### config.mk
export PLATFORM = sky130hd
export DESIGN_NAME = jtdsp16_dau_ctrl
export DESIGN_NICKNAME = d
export VERILOG_FILES = /design/src/rtl/jtdsp16_dau_ctrl_pkg.sv /design/src/rtl/jtdsp16_dau_ctrl_dec.sv /design/src/rtl/jtdsp16_dau_ctrl.sv
export SDC_FILE = /design/constraint.sdc
export NUM_CORES = 1
export LEC_CHECK = 0
export CORE_MARGIN = 2
export CORE_UTILIZATION = 40
export CTS_BUF_LIST = sky130_fd_sc_hd__clkbuf_4 sky130_fd_sc_hd__clkbuf_8
export CTS_CLUSTER_DIAMETER = 100
export DETAILED_ROUTE_END_ITERATION = 16
export PLACE_DENSITY = 0.77
export SYNTH_ARGS = -nofsm -noshare
export SYNTH_HDL_FRONTEND = slang
export SYNTH_SLANG_ARGS = --single-unit
### constraint.sdc
create_clock -name clk -period 1.55 [get_ports clk]
set_input_delay 0.31 -clock clk [delete_from_list [all_inputs] [get_ports clk]]
set_output_delay 0.31 -clock clk [all_outputs]
set_load 0.1 [all_outputs]
### src/rtl/jtdsp16_dau_ctrl_pkg.sv
// Shared opcode constants, sequencer states and the decoded strobe vector
// for the DSP16 DAU control path.
package jtdsp16_dau_ctrl_pkg;

  localparam logic [4:0] OP_F1   = 5'h06;
  localparam logic [4:0] OP_F1LD = 5'h04;
  localparam logic [4:0] OP_LDI  = 5'h0A;
  localparam logic [4:0] OP_RLD  = 5'h0C;
  localparam logic [4:0] OP_IFC  = 5'h13;

  typedef enum logic [1:0] {
    IDLE  = 2'd0,
    IMM   = 2'd1,
    CWAIT = 2'd2
  } state_t;

  typedef struct packed {
    logic       dec_en;
    logic       con_en;
    logic       ram_load;
    logic       rmux_load;
    logic       st_a0h;
    logic       st_a1h;
    logic       go_imm;
    logic       go_cwait;
    logic       is_f1;
    logic       set_r;
    logic [2:0] r_field;
    logic       set_op;
    logic [5:0] op_fields;
  } dec_t;

endpackage

### src/rtl/jtdsp16_dau_ctrl_dec.sv
// Combinational word decoder: maps one instruction word to the strobe vector
// and field updates it requests. Shared by the IDLE and CWAIT paths.
module jtdsp16_dau_ctrl_dec
  import jtdsp16_dau_ctrl_pkg::*;
(
  input  logic [15:0] ins,
  output dec_t        dec
);

  always_comb begin
    dec = '0;
    case (ins[15:11])
      OP_F1: begin
        dec.dec_en    = 1'b1;
        dec.is_f1     = 1'b1;
        dec.set_op    = 1'b1;
        dec.op_fields = ins[5:0];
      end
      OP_F1LD: begin
        dec.dec_en    = 1'b1;
        dec.ram_load  = 1'b1;
        dec.is_f1     = 1'b1;
        dec.set_op    = 1'b1;
        dec.op_fields = ins[5:0];
        dec.set_r     = 1'b1;
        dec.r_field   = ins[9:7];
      end
      OP_LDI: begin
        dec.go_imm  = 1'b1;
        dec.set_r   = 1'b1;
        dec.r_field = ins[6:4];
      end
      OP_RLD: begin
        dec.rmux_load = 1'b1;
        dec.st_a1h    = ins[10];
        dec.st_a0h    = ~ins[10];
      end
      OP_IFC: begin
        dec.con_en    = 1'b1;
        dec.go_cwait  = 1'b1;
        dec.set_op    = 1'b1;
        dec.op_fields = {1'b0, ins[4:0]};
      end
      default: ;
    endcase
  end

endmodule

### src/rtl/jtdsp16_dau_ctrl.sv
// DAU control sequencer: accepts instruction words and emits registered,
// one-cycle control strobes, handling LDI, IF CON and accumulator-high loads.
module jtdsp16_dau_ctrl
  import jtdsp16_dau_ctrl_pkg::*;
(
  input  logic        clk,
  input  logic        rst,
  input  logic        cen,
  input  logic [15:0] ins,
  input  logic        ins_valid,
  output logic        ins_ready,
  input  logic        con_result,
  output logic        dec_en,
  output logic        con_en,
  output logic        ram_load,
  output logic        imm_load,
  output logic        rmux_load,
  output logic        st_a0h,
  output logic        st_a1h,
  output logic [2:0]  r_field,
  output logic [5:0]  op_fields,
  output logic [15:0] long_imm,
  output logic        illegal
);

  state_t state;
  dec_t   dec;
  logic   accept;

  jtdsp16_dau_ctrl_dec u_dec (
    .ins (ins),
    .dec (dec)
  );

  // Every state can take a word every cycle; no bubbles between sequence words.
  assign ins_ready = (state == IDLE) || (state == IMM) || (state == CWAIT);
  assign accept    = ins_valid && ins_ready;

  always_ff @(posedge clk) begin
    if (rst) begin
      state     <= IDLE;
      dec_en    <= 1'b0;
      con_en    <= 1'b0;
      ram_load  <= 1'b0;
      imm_load  <= 1'b0;
      rmux_load <= 1'b0;
      st_a0h    <= 1'b0;
      st_a1h    <= 1'b0;
      illegal   <= 1'b0;
      r_field   <= '0;
      op_fields <= '0;
      long_imm  <= '0;
    end else if (cen) begin
      dec_en    <= 1'b0;
      con_en    <= 1'b0;
      ram_load  <= 1'b0;
      imm_load  <= 1'b0;
      rmux_load <= 1'b0;
      st_a0h    <= 1'b0;
      st_a1h    <= 1'b0;
      illegal   <= 1'b0;
      if (accept) begin
        case (state)
          IDLE: begin
            dec_en    <= dec.dec_en;
            con_en    <= dec.con_en;
            ram_load  <= dec.ram_load;
            rmux_load <= dec.rmux_load;
            st_a0h    <= dec.st_a0h;
            st_a1h    <= dec.st_a1h;
            if (dec.set_r)  r_field   <= dec.r_field;
            if (dec.set_op) op_fields <= dec.op_fields;
            if (dec.go_imm)        state <= IMM;
            else if (dec.go_cwait) state <= CWAIT;
            else                   state <= IDLE;
          end
          IMM: begin
            long_imm <= ins;
            imm_load <= 1'b1;
            state    <= IDLE;
          end
          CWAIT: begin
            // op_fields keep the condition code unless the word executes
            if (dec.is_f1) begin
              if (con_result) begin
                dec_en   <= dec.dec_en;
                ram_load <= dec.ram_load;
                if (dec.set_r) r_field <= dec.r_field;
                op_fields <= dec.op_fields;
              end
            end else begin
              illegal <= 1'b1;
            end
            state <= IDLE;
          end
          default: state <= IDLE;
        endcase
      end
    end
  end

endmodule

Word level (Yosys, flattened, before mapping)

Cells that the tools add are included.

$lt $le $gt $ge: 0
Equality and inequality tests: 10
Multiplexer cells: 39
Reductions and logical operators: 10
Add/sub/neg operators: 0
Divide/modulo/power cells: 0
Bitwise operators: 1
Multiply operators: 0
Shift-type cells: 0

Operators by type and width:

| operator           | number |
|---|---|
| $mux 1             | 23 |
| $mux 6             | 3 |
| $pmux 7 s2         | 1 |
| $mux 3             | 4 |
| $pmux 6 s2         | 1 |
| $eq 5x3->1 const B | 2 |
| $eq 5x4->1 const B | 2 |
| $pmux 4 s2         | 1 |
| $mux 2             | 3 |
| $ne 2x2->1 const B | 3 |
| $pmux 3 s2         | 1 |
| $reduce_and 6->1   | 1 |
| $eq 5x5->1 const B | 1 |
| $reduce_and 5->1   | 1 |
| $pmux 1 s2         | 2 |
| $reduce_and 3->1   | 1 |
| $eq 2x1->1 const B | 1 |
| $eq 2x2->1 const B | 1 |
| $logic_not 2->1    | 1 |
| $logic_or 1x1->1   | 2 |
| $reduce_and 2->1   | 1 |
| $reduce_bool 2->1  | 1 |
| $reduce_or 2->1    | 1 |
| $logic_and 1x1->1  | 1 |
| $not 1->1          | 1 |

Word-level logic and storage cells: 72
RAM bits: 0
Memories kept: 0
Bits in read-only memories: 0
Output and inout port bits: 34
Bits in registers: 35
Bits in latches: 0
Input bits: 21

Logic depth before layout (Yosys ltp)

Depth in word-level cells: 6
Depth in mapped cells: 6
Depth with buffers taken out: 4

Cells and area by module

From an unflattened synthesis, not the netlist that was laid out.

Cells, all modules: 185
Area, all modules: 1606.5 µm²

By module, submodules not included:

| module               | area each (µm²) | seq. area each (µm²) | instances | cells an instance |
|---|---|---|---|---|
| jtdsp16_dau_ctrl     | 1412.6          | 700.7                | 1         | 161 |
| jtdsp16_dau_ctrl_dec | 193.9           | 0.0                  | 1         | 24 |

Least setup slack after synthesis

OpenSTA, ideal clock, no wires.

Path type: input to register
Start point: in ins[14]
End point: reg ram_load
Library setup time: 0.067 ns
Required time: 1.483 ns
Stages: 5
Setup slack: -0.004 ns
Buffers on the path: 1
Arrival: 1.487 ns
Cell sequence: buf_6 > or4b_1 > or3_1 > a2bb2oi_1 > nor2_1

Cells in the longest elaborated chain, start to end: 6
Elaborated cells between the ends (all ways): 9
Those cells by class: eq/ne (2); mux (6); reduce/logical (1)

RTL lines:

| what                                      | RTL line                                           | RTL |
|---|---|---|
| start, declared                           | jtdsp16_dau_ctrl.sv:9                              | `input logic [15:0] ins,` |
| $eq 5x3->1                                | jtdsp16_dau_ctrl_dec.sv:12                         | `case (ins[15:11])` |
| $mux 1 or $reduce_or 2->1 (tied branches) | n/a                                                |  |
| $mux 1 (on tied branches)                 | jtdsp16_dau_ctrl.sv:85, jtdsp16_dau_ctrl_dec.sv:12 |  |
| $mux 1                                    | jtdsp16_dau_ctrl.sv:84                             | `if (dec.is_f1) begin` |
| $pmux 1 s2 (*)                            | jtdsp16_dau_ctrl.sv:63                             | `case (state)` |
| $mux 1 (*)                                | jtdsp16_dau_ctrl.sv:62                             | `if (accept) begin` |
| end signal, assigned                      | jtdsp16_dau_ctrl.sv:67                             | `ram_load <= dec.ram_load;` |
| end signal, assigned                      | jtdsp16_dau_ctrl.sv:87                             | `ram_load <= dec.ram_load;` |
| end, declared                             | jtdsp16_dau_ctrl.sv:15                             | `output logic ram_load,` |

Mark *: on every way between the ends. The rest lies on a longest branch, timed or not.
A chain may end at the register's enable or synchronous reset.

Worst setup path in the final report

Start point: in cen
End point: reg op_fields[0]

Cells in the longest elaborated chain, start to end: 1

RTL lines:

| what                       | RTL line               | RTL |
|---|---|---|
| start, declared            | jtdsp16_dau_ctrl.sv:8  | `input logic cen,` |
| $reduce_and 6->1 (no line) | n/a                    |  |
| end signal, assigned       | jtdsp16_dau_ctrl.sv:72 | `if (dec.set_op) op_fields <= dec.op_fields;` |
| end signal, assigned       | jtdsp16_dau_ctrl.sv:89 | `op_fields <= dec.op_fields;` |
| end, declared              | jtdsp16_dau_ctrl.sv:21 | `output logic [5:0] op_fields,` |

No other way between the ends.

==> out/metrics.cfg <==
[place]
dp.cells=277
gp_congestion=0.873
io_buffers=54
hpwl_mm=3.26
place_area_mm2=0.00251
place_ws_ns=-0.532

[clock_tree]
clk_pin_slew_ns=0.11
cts_sinks=35
cts_hold_buf=0
clk_latency_ns=0.33
numCtsBuffers=5
cts_tree=yes
cts_max_path_buffers=2
cts_max_level=2
clockRootBuffer=clkbuf_4

[global_routing]
antenna_found_initial=0
grt_max_degree=22
top_usage_layer=met2
met1_usage_pct=25.6
grtUsageMet3_pct=6.87
grt_pass1_wl_mm=6.73
grt_pass1_vias=1503
met2_usage_pct=34.5
grtUsageTotal_pct=21.2
overflow=0

[finish]
utilization_pct=77.5
fin_cells=287
nets=261
area_growth_pct=82.0
fin_area_mm2=0.00263
antenna_cells=0
drive_above_1_share_pct=29.5

[die]
die_area_mm2=0.00410
start_util_pct=42.6
std_cell_rows=21
core_area_mm2=0.00339
die_width_um=64.1
die_h_um=64.1
boundaryPins=55

[logic_synthesis]
synth_top_flop_cell=dfxtp_1
syn_nets=185
synth.area.top_cells=dfxtp_1 49%, nand2_1 10%, a21oi_1 7.3%
syn_area_mm2=0.00144
ys_seq_area_share_pct=48.6
synthArstFlopShare_pct=0
ys_ff_latch=35
synth_most_common_cell=nand2_1
synth_edf_count=0
synthCells=164
syn_area_per_cell_um2=8.80
yosys.area.top_type=dfxtp_1
yosysWarnings=0
ys_types=32
synthTopCellsByCount=40 x nand2_1, 35 x dfxtp_1, 21 x a21oi_1, 12 x nand2b_1
netlist.area_leader.share_pct=48.6

[timing]
fin_crit_sh_pct=97.6
max_freq_mhz=661
timing.final.crit_period_ns=1.51
setup_viol=0
finalWorstSetupSlack_ns=0.0376
rsz0062_at_grt=no
slew_viol_final=0
finalClockSkew_ns=0.00201
tightest_slew_ns=0.427
hold_viol=0
relSlewSlack_pct=71.1

[drt]
vias_per_cell=5.35
wl_per_cell_um=14.7
drt_iter0_drc=116
dr.pass1.iters=4
ant_nets=0
drcViolationCount=0
drt_wl_total_mm=4.23
vias=1535

[power_and_ir_drop]
p_leak_nw=0.988
power_density_mw_per_mm2=690
ir_drop_uv=455

[worst_setup_path]
cp-start-kind=input port
endpoint_kind=register
cp.required_ns=1.82
arrival_ns=1.78
critPathKind=in -> reg
rr_worst_depth=4
rrSetupSlack_ns=0.08
critPathMaxFanout=6

[run]
cap_viol_max_count=0

[hold_path]
holdPathStages=3
hold_class=in -> reg

[run_status]
status=complete, no violations

state kept, by name, summed over array words and instances (netlist names):
register,count
st_a0h,1
rmux_load,1
state,2
con_en,1
ram_load,1
imm_load,1
op_fields,6
r_field,3
long_imm,16
illegal,1
dec_en,1
st_a1h,1
area by class of cell:
type	count	area (um^2)
flip-flops and latches	35	701
clock inverters	2	35.0
fillers	220	763
inverters	1	3.75
clock buffers	6	51.3
multi-input cells	120	714
well taps	46	57.6
repair buffers	77	1060
cell usage in the layout (no fill, tap or decap), types with 2 or more instances in the layout:
cell type | Yosys | final
a21oi_1 | 21 | 21
a221oi_1 | 3 | 3
a2bb2oi_1 | 2 | 2
a32oi_1 | 3 | 3
and3_1 | 2 | 2
buf_12 | 0 | 35
buf_4 | 0 | 21
clkbuf_4 | 0 | 5
clkdlybuf4s50_1 | 0 | 15
dfxtp_1 | 35 | 35
dlygate4sd2_1 | 0 | 5
mux2i_1 | 6 | 6
nand2_1 | 40 | 40
nand2b_1 | 12 | 12
nor2_1 | 6 | 6
nor2b_1 | 6 | 6
nor3_1 | 3 | 3
or3_1 | 2 | 2
power breakdown:
group,leakage (nW),switching (mW),total [mW],internal (mW)
clock network,0.0482,0.310,0.691,0.381
logic,0.658,0.105,0.213,0.108
registers,0.282,0.00473,0.908,0.903
total,0.988,0.419,1.81,1.39
logic make-up (layout without fill, tap and decap cells):
| kind of cell | Yosys count | in the layout | share of synthesized area, % |
|---|---|---|---|
| and+or+nand+nor | 83 | 83 | 29.7 |
| buffers and inverters | 9 | 86 | 2.95 |
| AOI/OAI and AO/OA | 31 | 31 | 14.7 |
| muxes | 6 | 6 | 4.16 |
| DFF | 35 | 35 | 48.6 |
metal layers:
metal  share of wire (%)  wire, um
met2                  49      2080
met1                  41      1740
met4                 2.1        87
met5                   0         0
met3                 7.9       332
through the flow:
stage / setup TNS, ns / hold WS (ns) / total power, mW
after floorplan: -0.00379 / 0.446 / 1.01
after global placement: -7.06 / 0.481 / 1.13
after detailed placement: -9.22 / 0.485 / 1.13
after CTS: 0 / 0.398 / 1.81
after global routing: 0 / 0.412 / 1.88
final: 0 / 0.406 / 1.81
path summary, 6_finish.rpt:
check                    start      endpoint
setup / recovery           cen  op_fields[0]
hold / removal         ins[15]  long_imm[15]
setup reg to reg      state[0]  op_fields[0]
hold reg to reg   long_imm[13]  long_imm[13]
what timing repair did:
action	in CTS	in global routing
gates resized for setup	9	0
endpoints found under the setup margin	11	2
pin swaps	0	1
buffers inserted	0	2
gates cloned	0	0
hold endpoints to repair	0	0
critical path, stage by stage:
cell	delay, ns
clkdlybuf4s50_1	0.53
nand3b_1	0.21
a2111oi_4	0.35
buf_6	0.19
mux2i_1	0.19
(Power assumes the default switching activity.)
